### src/rtl/ifc_pkg.sv
// Shared definitions for the instruction fetch sequencer: FSM state encoding,
// opcode field position and the default halt opcode.
package ifc_pkg;

   typedef enum logic [2:0] {
      IDLE  = 3'd0,
      ISSUE = 3'd1,
      WAIT  = 3'd2,
      VALID = 3'd3,
      HALT  = 3'd4
   } ifc_state_t;

   localparam int unsigned OPC_MSB = 15;
   localparam int unsigned OPC_LSB = 12;
   localparam int unsigned OPC_W   = OPC_MSB - OPC_LSB + 1;

   localparam logic [OPC_W-1:0] IFC_HALT_OPCODE_DEFAULT = 4'hF;

endpackage

### src/rtl/instr_fetch_ctrl_if.sv
// Bus bundle between the fetch sequencer, the instruction memory IPR port
// and the control unit. master = fetch sequencer, slave = memory/control side.
interface instr_fetch_ctrl_if #(
   parameter int unsigned INSTRUCTION_LEN      = 16,
   parameter int unsigned INSTRUCTION_MEM_SIZE = 8
);

   logic                            run;
   logic                            ipr_write;
   logic [INSTRUCTION_MEM_SIZE-1:0] instruction_ptr;
   logic [INSTRUCTION_LEN-1:0]      instruction;
   logic [INSTRUCTION_LEN-1:0]      instr_out;
   logic                            instr_valid;
   logic                            instr_ready;
   logic [INSTRUCTION_MEM_SIZE-1:0] instr_pc;
   logic                            redirect_valid;
   logic [INSTRUCTION_MEM_SIZE-1:0] redirect_ptr;
   logic                            halted;

   modport master (
      input  run, instruction, instr_ready, redirect_valid, redirect_ptr,
      output ipr_write, instruction_ptr, instr_out, instr_valid, instr_pc, halted
   );

   modport slave (
      output run, instruction, instr_ready, redirect_valid, redirect_ptr,
      input  ipr_write, instruction_ptr, instr_out, instr_valid, instr_pc, halted
   );

endinterface

### src/rtl/ifc_ptr_reg.sv
// Instruction pointer register: load beats increment; with neither asserted
// the pointer holds. Increment wraps modulo 2**WIDTH.
module ifc_ptr_reg #(
   parameter int unsigned     WIDTH     = 8,
   parameter logic [WIDTH-1:0] RESET_VAL = '0
) (
   input  logic             clk,
   input  logic             rst,
   input  logic             load,
   input  logic [WIDTH-1:0] load_val,
   input  logic             inc,
   output logic [WIDTH-1:0] ptr
);

   always_ff @(posedge clk or negedge rst) begin
      if (!rst) begin
         ptr <= RESET_VAL;
      end else if (load) begin
         ptr <= load_val;
      end else if (inc) begin
         ptr <= ptr + WIDTH'(1);
      end
   end

endmodule

### src/rtl/instr_fetch_ctrl.sv
// Fetch sequencer: issues IPR loads, captures returned instructions and hands
// them to the control unit over valid/ready. Optional halt detect: IFC_HALT_DETECT_EN.
module instr_fetch_ctrl
   import ifc_pkg::*;
#(
   parameter int unsigned         INSTRUCTION_LEN      = 16,
   parameter int unsigned         INSTRUCTION_MEM_SIZE = 8,
   parameter int unsigned         IPR_SIZE             = 8,
   parameter logic [IPR_SIZE-1:0] RESET_PTR            = '0,
   parameter logic [OPC_W-1:0]    HALT_OPCODE          = IFC_HALT_OPCODE_DEFAULT
) (
   input logic                clk,
   input logic                rst,
   instr_fetch_ctrl_if.master bus
);

   ifc_state_t                 state_q, state_d;
   logic [IPR_SIZE-1:0]        pc;
   logic                       ptr_load;
   logic                       ptr_inc;
   logic                       capture;
   logic [INSTRUCTION_LEN-1:0] instr_q;
   logic [IPR_SIZE-1:0]        pc_q;

   ifc_ptr_reg #(
      .WIDTH     (IPR_SIZE),
      .RESET_VAL (RESET_PTR)
   ) u_ptr (
      .clk      (clk),
      .rst      (rst),
      .load     (ptr_load),
      .load_val (bus.redirect_ptr),
      .inc      (ptr_inc),
      .ptr      (pc)
   );

`ifdef IFC_HALT_DETECT_EN
   logic halt_hit;
   assign halt_hit   = (instr_q[OPC_MSB:OPC_LSB] == HALT_OPCODE);
   assign bus.halted = (state_q == HALT);
`else
   logic unused_halt_opcode;
   assign unused_halt_opcode = ^HALT_OPCODE;
   assign bus.halted         = 1'b0;
`endif

   always_ff @(posedge clk or negedge rst) begin
      if (!rst) begin
         state_q <= IDLE;
      end else begin
         state_q <= state_d;
      end
   end

   // Redirect always reloads the pointer; a redirect during ISSUE re-issues so
   // the captured pc never disagrees with the address actually presented.
   always_comb begin
      state_d  = state_q;
      ptr_load = bus.redirect_valid;
      ptr_inc  = 1'b0;
      capture  = 1'b0;
      case (state_q)
         IDLE: begin
            if (bus.run) state_d = ISSUE;
         end
         ISSUE: begin
            state_d = bus.redirect_valid ? ISSUE : WAIT;
         end
         WAIT: begin
            if (bus.redirect_valid) begin
               state_d = ISSUE;
            end else begin
               capture = 1'b1;
               state_d = VALID;
            end
         end
         VALID: begin
            if (bus.redirect_valid) begin
               state_d = ISSUE;
            end else if (bus.instr_ready) begin
`ifdef IFC_HALT_DETECT_EN
               if (halt_hit) begin
                  state_d = HALT;
               end else begin
                  ptr_inc = 1'b1;
                  state_d = bus.run ? ISSUE : IDLE;
               end
`else
               ptr_inc = 1'b1;
               state_d = bus.run ? ISSUE : IDLE;
`endif
            end
         end
`ifdef IFC_HALT_DETECT_EN
         HALT: begin
            if (bus.redirect_valid) state_d = ISSUE;
         end
`endif
         default: state_d = IDLE;
      endcase
   end

   always_ff @(posedge clk or negedge rst) begin
      if (!rst) begin
         instr_q <= '0;
         pc_q    <= '0;
      end else if (capture) begin
         instr_q <= bus.instruction;
         pc_q    <= pc;
      end
   end

   assign bus.ipr_write       = (state_q == ISSUE);
   assign bus.instruction_ptr = pc;
   assign bus.instr_valid     = (state_q == VALID);
   assign bus.instr_out       = instr_q;
   assign bus.instr_pc        = pc_q;

   a_valid_held: assert property (@(posedge clk) disable iff (!rst)
      (bus.instr_valid && !bus.instr_ready && !bus.redirect_valid) |=> bus.instr_valid);

endmodule

### src/flat_wrapper.sv
// flat-port wrapper written by rule: the top's interface ports become plain ports
module instr_fetch_ctrl_flat import ifc_pkg::*;
#(
   parameter int unsigned         INSTRUCTION_LEN      = 16,
   parameter int unsigned         INSTRUCTION_MEM_SIZE = 8,
   parameter int unsigned         IPR_SIZE             = 8,
   parameter logic [IPR_SIZE-1:0] RESET_PTR            = '0,
   parameter logic [OPC_W-1:0]    HALT_OPCODE          = IFC_HALT_OPCODE_DEFAULT
)
  (clk, rst, bus_run, bus_instruction, bus_instr_ready, bus_redirect_valid, bus_redirect_ptr, bus_ipr_write, bus_instruction_ptr, bus_instr_out, bus_instr_valid, bus_instr_pc, bus_halted);
  instr_fetch_ctrl_if #(.INSTRUCTION_LEN(INSTRUCTION_LEN), .INSTRUCTION_MEM_SIZE(INSTRUCTION_MEM_SIZE)) bus_i ();
  input logic clk;
  input logic rst;
  input wire logic [$bits(bus_i.run)-1:0] bus_run;
  input wire logic [$bits(bus_i.instruction)-1:0] bus_instruction;
  input wire logic [$bits(bus_i.instr_ready)-1:0] bus_instr_ready;
  input wire logic [$bits(bus_i.redirect_valid)-1:0] bus_redirect_valid;
  input wire logic [$bits(bus_i.redirect_ptr)-1:0] bus_redirect_ptr;
  output wire logic [$bits(bus_i.ipr_write)-1:0] bus_ipr_write;
  output wire logic [$bits(bus_i.instruction_ptr)-1:0] bus_instruction_ptr;
  output wire logic [$bits(bus_i.instr_out)-1:0] bus_instr_out;
  output wire logic [$bits(bus_i.instr_valid)-1:0] bus_instr_valid;
  output wire logic [$bits(bus_i.instr_pc)-1:0] bus_instr_pc;
  output wire logic [$bits(bus_i.halted)-1:0] bus_halted;
  assign bus_i.run = bus_run;
  assign bus_i.instruction = bus_instruction;
  assign bus_i.instr_ready = bus_instr_ready;
  assign bus_i.redirect_valid = bus_redirect_valid;
  assign bus_i.redirect_ptr = bus_redirect_ptr;
  assign bus_ipr_write = bus_i.ipr_write;
  assign bus_instruction_ptr = bus_i.instruction_ptr;
  assign bus_instr_out = bus_i.instr_out;
  assign bus_instr_valid = bus_i.instr_valid;
  assign bus_instr_pc = bus_i.instr_pc;
  assign bus_halted = bus_i.halted;
  instr_fetch_ctrl #(.INSTRUCTION_LEN(INSTRUCTION_LEN), .INSTRUCTION_MEM_SIZE(INSTRUCTION_MEM_SIZE), .IPR_SIZE(IPR_SIZE), .RESET_PTR(RESET_PTR), .HALT_OPCODE(HALT_OPCODE)) u_core (.clk(clk), .rst(rst), .bus(bus_i));
endmodule
### config.mk
export PLATFORM = sky130hd
export DESIGN_NAME = instr_fetch_ctrl_flat
export DESIGN_NICKNAME = d
export VERILOG_FILES = /design/src/rtl/ifc_pkg.sv /design/src/rtl/instr_fetch_ctrl_if.sv /design/src/rtl/ifc_ptr_reg.sv /design/src/rtl/instr_fetch_ctrl.sv /design/src/flat_wrapper.sv
export SDC_FILE = /design/constraint.sdc
export NUM_CORES = 1
export LEC_CHECK = 0
export ABC_AREA = 1
export CAP_MARGIN = 20
export CORE_MARGIN = 5
export CORE_UTILIZATION = 38
export DETAILED_ROUTE_END_ITERATION = 10
export PLACE_DENSITY = 0.84
export SYNTH_ARGS = -nofsm -noshare
export SYNTH_HDL_FRONTEND = slang
export SYNTH_SLANG_ARGS = --single-unit
### constraint.sdc
create_clock -name clk -period 1.3 [get_ports clk]
set_clock_uncertainty 0.2 [all_clocks]
set_input_delay 0.39 -clock clk [delete_from_list [all_inputs] [get_ports clk]]
set_output_delay 0.39 -clock clk [all_outputs]
set_load 0.01 [all_outputs]
==> results <==
- Each instance of the synthesized netlist takes up on average 8.45 µm².
- The overall die area is 5570 µm².
- For this run the aggregate overflow at the end of global routing stands at 0.
- The maximum vdd drop is 0.00118 V.
- The number of register bits inferred by synthesis is 34.
- The cell with the largest stage delay on the worst path is sky130_fd_sc_hd__dfrtp_1.
- The maximum single-stage delay on the critical path is 0.40 ns.
- The final worst-path setup slack is -0.302 ns.
- The most common flop cell mapped by yosys is sky130_fd_sc_hd__dfrtp_1.
- Of the cells placed in the final design, the portion with a size suffix greater than 1 is 0.552.
- When the netlist entered floorplanning its net count stood at 218.
- In this run the number of cells on the critical path is 3.
- The number of placed instances, taps included, is 314.
- The number of different library cells in the post-synthesis netlist is 24.
- CTS built an H-tree with a depth of 2.
- The total count of max-transition violations in the final report is 0.
- The count of mapped cells out of synthesis is 188.
- The tightest min-delay check is of the reg -> reg type.
- Data on the critical path is required at its endpoint by 0.71 ns.
- The cell area reported after detailed placement is 2450 µm².
- The most critical setup path has its startpoint at u_core.state_q[1].
- The highest net fanout along the worst path is 2.
- For this run, the number of standard cells in the final layout without fillers is 365.
- The met2 usage is 0.362.
- The cell that appears most often on the critical path is sky130_fd_sc_hd__buf_6.
- The clock passes through at most 2 buffers.
- The routed layout has 1800 vias.
- For met3 alone, demand over resource in global routing was 0.0521.
- Setup repair after global routing could not meet its margin everywhere.
- The root buffer cell chosen for the clock tree is sky130_fd_sc_hd__clkbuf_8.
- The biggest area contributor in the post-synthesis netlist is sky130_fd_sc_hd__dfrtp_1.
- Input and output buffers added on the ports amount to 62.
- The die is 74.6 µm tall.
- The internal power summed over all cells is 4.10 mW.
- In this run the power density over the cells is 2000 nW/µm².
- The die is 74.6 µm wide.
- The initial antenna violation count is 0.
- Derived from the worst setup path, the maximum achievable clock frequency is 0.624 GHz.
- The worst register-to-register path ends at u_core.bus.instr_pc[0].
- The final-report hold violation count is 0.
- The endpoint of the worst setup timing path is bus_ipr_write.
- For this run, design rule violations remaining after detail routing come to 0.
- The number of DRC violations after detailed-routing iteration 0 is 123.
- Of the total power, combinational logic draws 0.600.
- Traced cell by cell, the critical path runs through buf_6, nor2_4, buf_6.
- For this run, the total global-route usage over all layers was measured as 0.197.
- The switching portion of total power is 0.374.
- The count of antenna-violating nets left after detailed routing is 0.
- Across the run, the number of max-cap violations was 0.
- The final reports fail on setup timing.
- Yosys mapped a number of flops with a built-in enable equal to 0.
- The net count of the finished layout is 344.
- The completed layout was analyzed and its total power is 6.55 mW.
- The initial core utilization is 0.394.
- The launch instance of the worst register-to-register path is u_core.state_q[0].
- The number of cells on the worst reg-to-reg path is 8.
- The share of the cycle needed by the critical path after routing is 1.23.
- By count the netlist is led by sky130_fd_sc_hd__nand2_1 (48), sky130_fd_sc_hd__dfrtp_1 (34), sky130_fd_sc_hd__inv_1 (31).
- The global routing usage on met1 is 0.230.
- The share of synthesized area in the top cell type comes to 0.536.
- For flop-to-flop paths, the worst setup slack is -0.24 ns.
- In the routed layout, each cell is associated on average with a via count of 4.93.
- The clock-pin slew on the worst setup and hold paths is 0.07 ns.
- The cell family contributing the most delay on the critical path is flip-flops.
- TritonCTS built the clock tree.
- The async set or reset register ratio after synthesis is 1.00.
- The sequential fraction of the synthesis area is 0.536.
- The category of the critical setup timing path is reg -> out.
- At the end of routability-driven placement, the weighted congestion stood at 0.887.
- The first-pass detailed-route iteration total is 4.
- Counting both buffers and inverters, the worst setup path holds a total of 2.
- The type of origin of the critical path is a register.
- The most frequent cell after synthesis is sky130_fd_sc_hd__nand2_1.
- From synthesis to final layout, the design area changed by 106%.
- The clock network fraction of total power is 0.124.
- The sequential power share is 0.276.
- The TritonCTS sink count is 34.
- STA classifies the critical path endpoint as an output port.
- The layer flagged by global routing as most heavily used is met2.
- Entering global routing, the biggest net connects 35 pins.
- Yosys attributes the largest share of cell area to sky130_fd_sc_hd__dfrtp_1 (54%), sky130_fd_sc_hd__nand2_1 (11%), sky130_fd_sc_hd__inv_1 (7.3%), sky130_fd_sc_hd__o21ai_0 (6.6%), sky130_fd_sc_hd__nand3_1 (4.7%).
- The final instance area is 3270 µm².
- The half-perimeter wire length after detailed placement is 3050 µm.
- After detailed routing, the total wire length is 5910 µm.
- In this run the count of I/O pins placed on the die edge is 64.
- In this run the static leakage power is 1.64 nW.
- The floorplan has 23 rows.
- Summed over all nets, the switching power comes to 2.45 mW.
- For this run, the number of Yosys warnings is 0.
- In the final routed layout, each cell accounts on average for 16.2 µm.
- Before CTS, the worst setup slack after placement is -0.514 ns.
- The worst min-delay path startpoint is u_core.bus.instr_out[13].
- Data on the critical path arrives at its endpoint at 1.01 ns.
- The clock latency at the later pin of the worst-skew pair is 0.28 ns.
- The number of global-route vias before repair came to 1768.
- Setup violations remaining at the end of the flow were counted as 68.
- The repair_antennas step left the layout with diodes totalling 0.
- The first global-routing pass estimated 8290 µm of wire.
- Summing every instance area after synthesis gives 1590 µm².
- The region available for standard cell placement spans 4030 µm².
- Setup total negative slack on the finished layout was measured at -10.25 ns.
- The clock buffer count from CTS is 5.
- The flow ran to the end, but the final reports show violations.
- The final critical path time including I/O delays and setup is 1.60 ns.
-- flip-flops by register name, summed over array words and instances (netlist names) --
name,count
u_core.bus.instr_out,16
u_core.bus.instr_pc,8
u_core.state_q,2
u_core.u_ptr.ptr,8
-- repair_timing --
action                                 4_1_cts  5_1_grt
pin swaps                                   13        7
endpoints found under the hold margin       34        0
resized for setup                          227       45
setup endpoints to repair                   68       68
hold buffers                                 1        0
setup buffers                               21       19
gates cloned                                 6        0
-- power by group through the flow --
stage | sequential [mW] | clock (mW) | combinational (mW)
after floorplan | 1.98 | 0 | 0.742
after detailed placement | 1.74 | 0 | 2.41
final | 1.81 | 0.811 | 3.93
after CTS | 1.78 | 0.821 | 3.10
after global routing | 1.86 | 0.883 | 4.18
after global placement | 1.72 | 0 | 2.35
-- area by class of cell --
cell class	instances	area [µm²]
multi-input combinational	115	907
timing repair buffer	127	1230
sequential	34	851
tap	50	62.6
clock inverter	1	5.00
clock buffer	7	86.3
fill	236	763
inverter	31	124
-- metrics by stage --
| step | util | hold slack (ns) |
|---|---|---|
| final | 0.811 | 0.324 |
| after global routing | 0.811 | 0.344 |
| after CTS | 0.738 | 0.281 |
| after detailed placement | 0.609 | 0.161 |
| after global placement | 0.609 | 0.161 |
| after floorplan | - | -0.106 |
-- placed cells by master, fill, tap and decap left out, types with 3 or more instances in the layout --
cell,n
sky130_fd_sc_hd__buf_12,8
sky130_fd_sc_hd__buf_16,4
sky130_fd_sc_hd__buf_2,23
sky130_fd_sc_hd__buf_4,42
sky130_fd_sc_hd__buf_6,21
sky130_fd_sc_hd__clkbuf_8,6
sky130_fd_sc_hd__clkdlybuf4s50_1,25
sky130_fd_sc_hd__dfrtp_1,34
sky130_fd_sc_hd__inv_1,28
sky130_fd_sc_hd__nand2_1,22
sky130_fd_sc_hd__nand2_2,3
sky130_fd_sc_hd__nand2_4,24
sky130_fd_sc_hd__nand3_1,9
sky130_fd_sc_hd__nand3_2,6
sky130_fd_sc_hd__nor2_4,3
sky130_fd_sc_hd__o211ai_1,3
sky130_fd_sc_hd__o21ai_1,7
sky130_fd_sc_hd__o21ai_2,21
-- worst min-delay path by stage --
stage | to | slack (ns) | cells after the start
floorplan | u_core.bus.instr_out[0] | -0.11 | 0
global placement | u_core.bus.instr_out[0] | 0.16 | 2
detailed placement | u_core.bus.instr_out[0] | 0.16 | 2
CTS | u_core.bus.instr_out[7] | 0.28 | 2
global route | u_core.bus.instr_out[13] | 0.34 | 2
finish | u_core.bus.instr_out[13] | 0.32 | 2
-- per-layer routing --
metal  vias to the layer above  wire (µm)
met4                         0        121
met3                        15        370
li1                        846          -
met1                       867       2120
met2                        72       3300
met5                         -          0
-- worst reg2reg max path, stage by stage, from the launching register on --
cell                      delay (ns)
sky130_fd_sc_hd__dfrtp_1        0.39
sky130_fd_sc_hd__buf_6          0.13
sky130_fd_sc_hd__inv_4          0.06
sky130_fd_sc_hd__buf_6          0.10
sky130_fd_sc_hd__nand3_4        0.12
sky130_fd_sc_hd__buf_12         0.16
sky130_fd_sc_hd__buf_12         0.14
sky130_fd_sc_hd__nand2_4        0.06
sky130_fd_sc_hd__o21ai_2        0.07
-- kinds of logic after synthesis --
kind of cell	share of synthesized area
other cells	0.00236
simple gates	0.216
compound gates	0.128
buf+inv	0.110
fa+ha+maj	0.00788
flops	0.536
No activity file was read; power rests on OpenSTA's default activity.
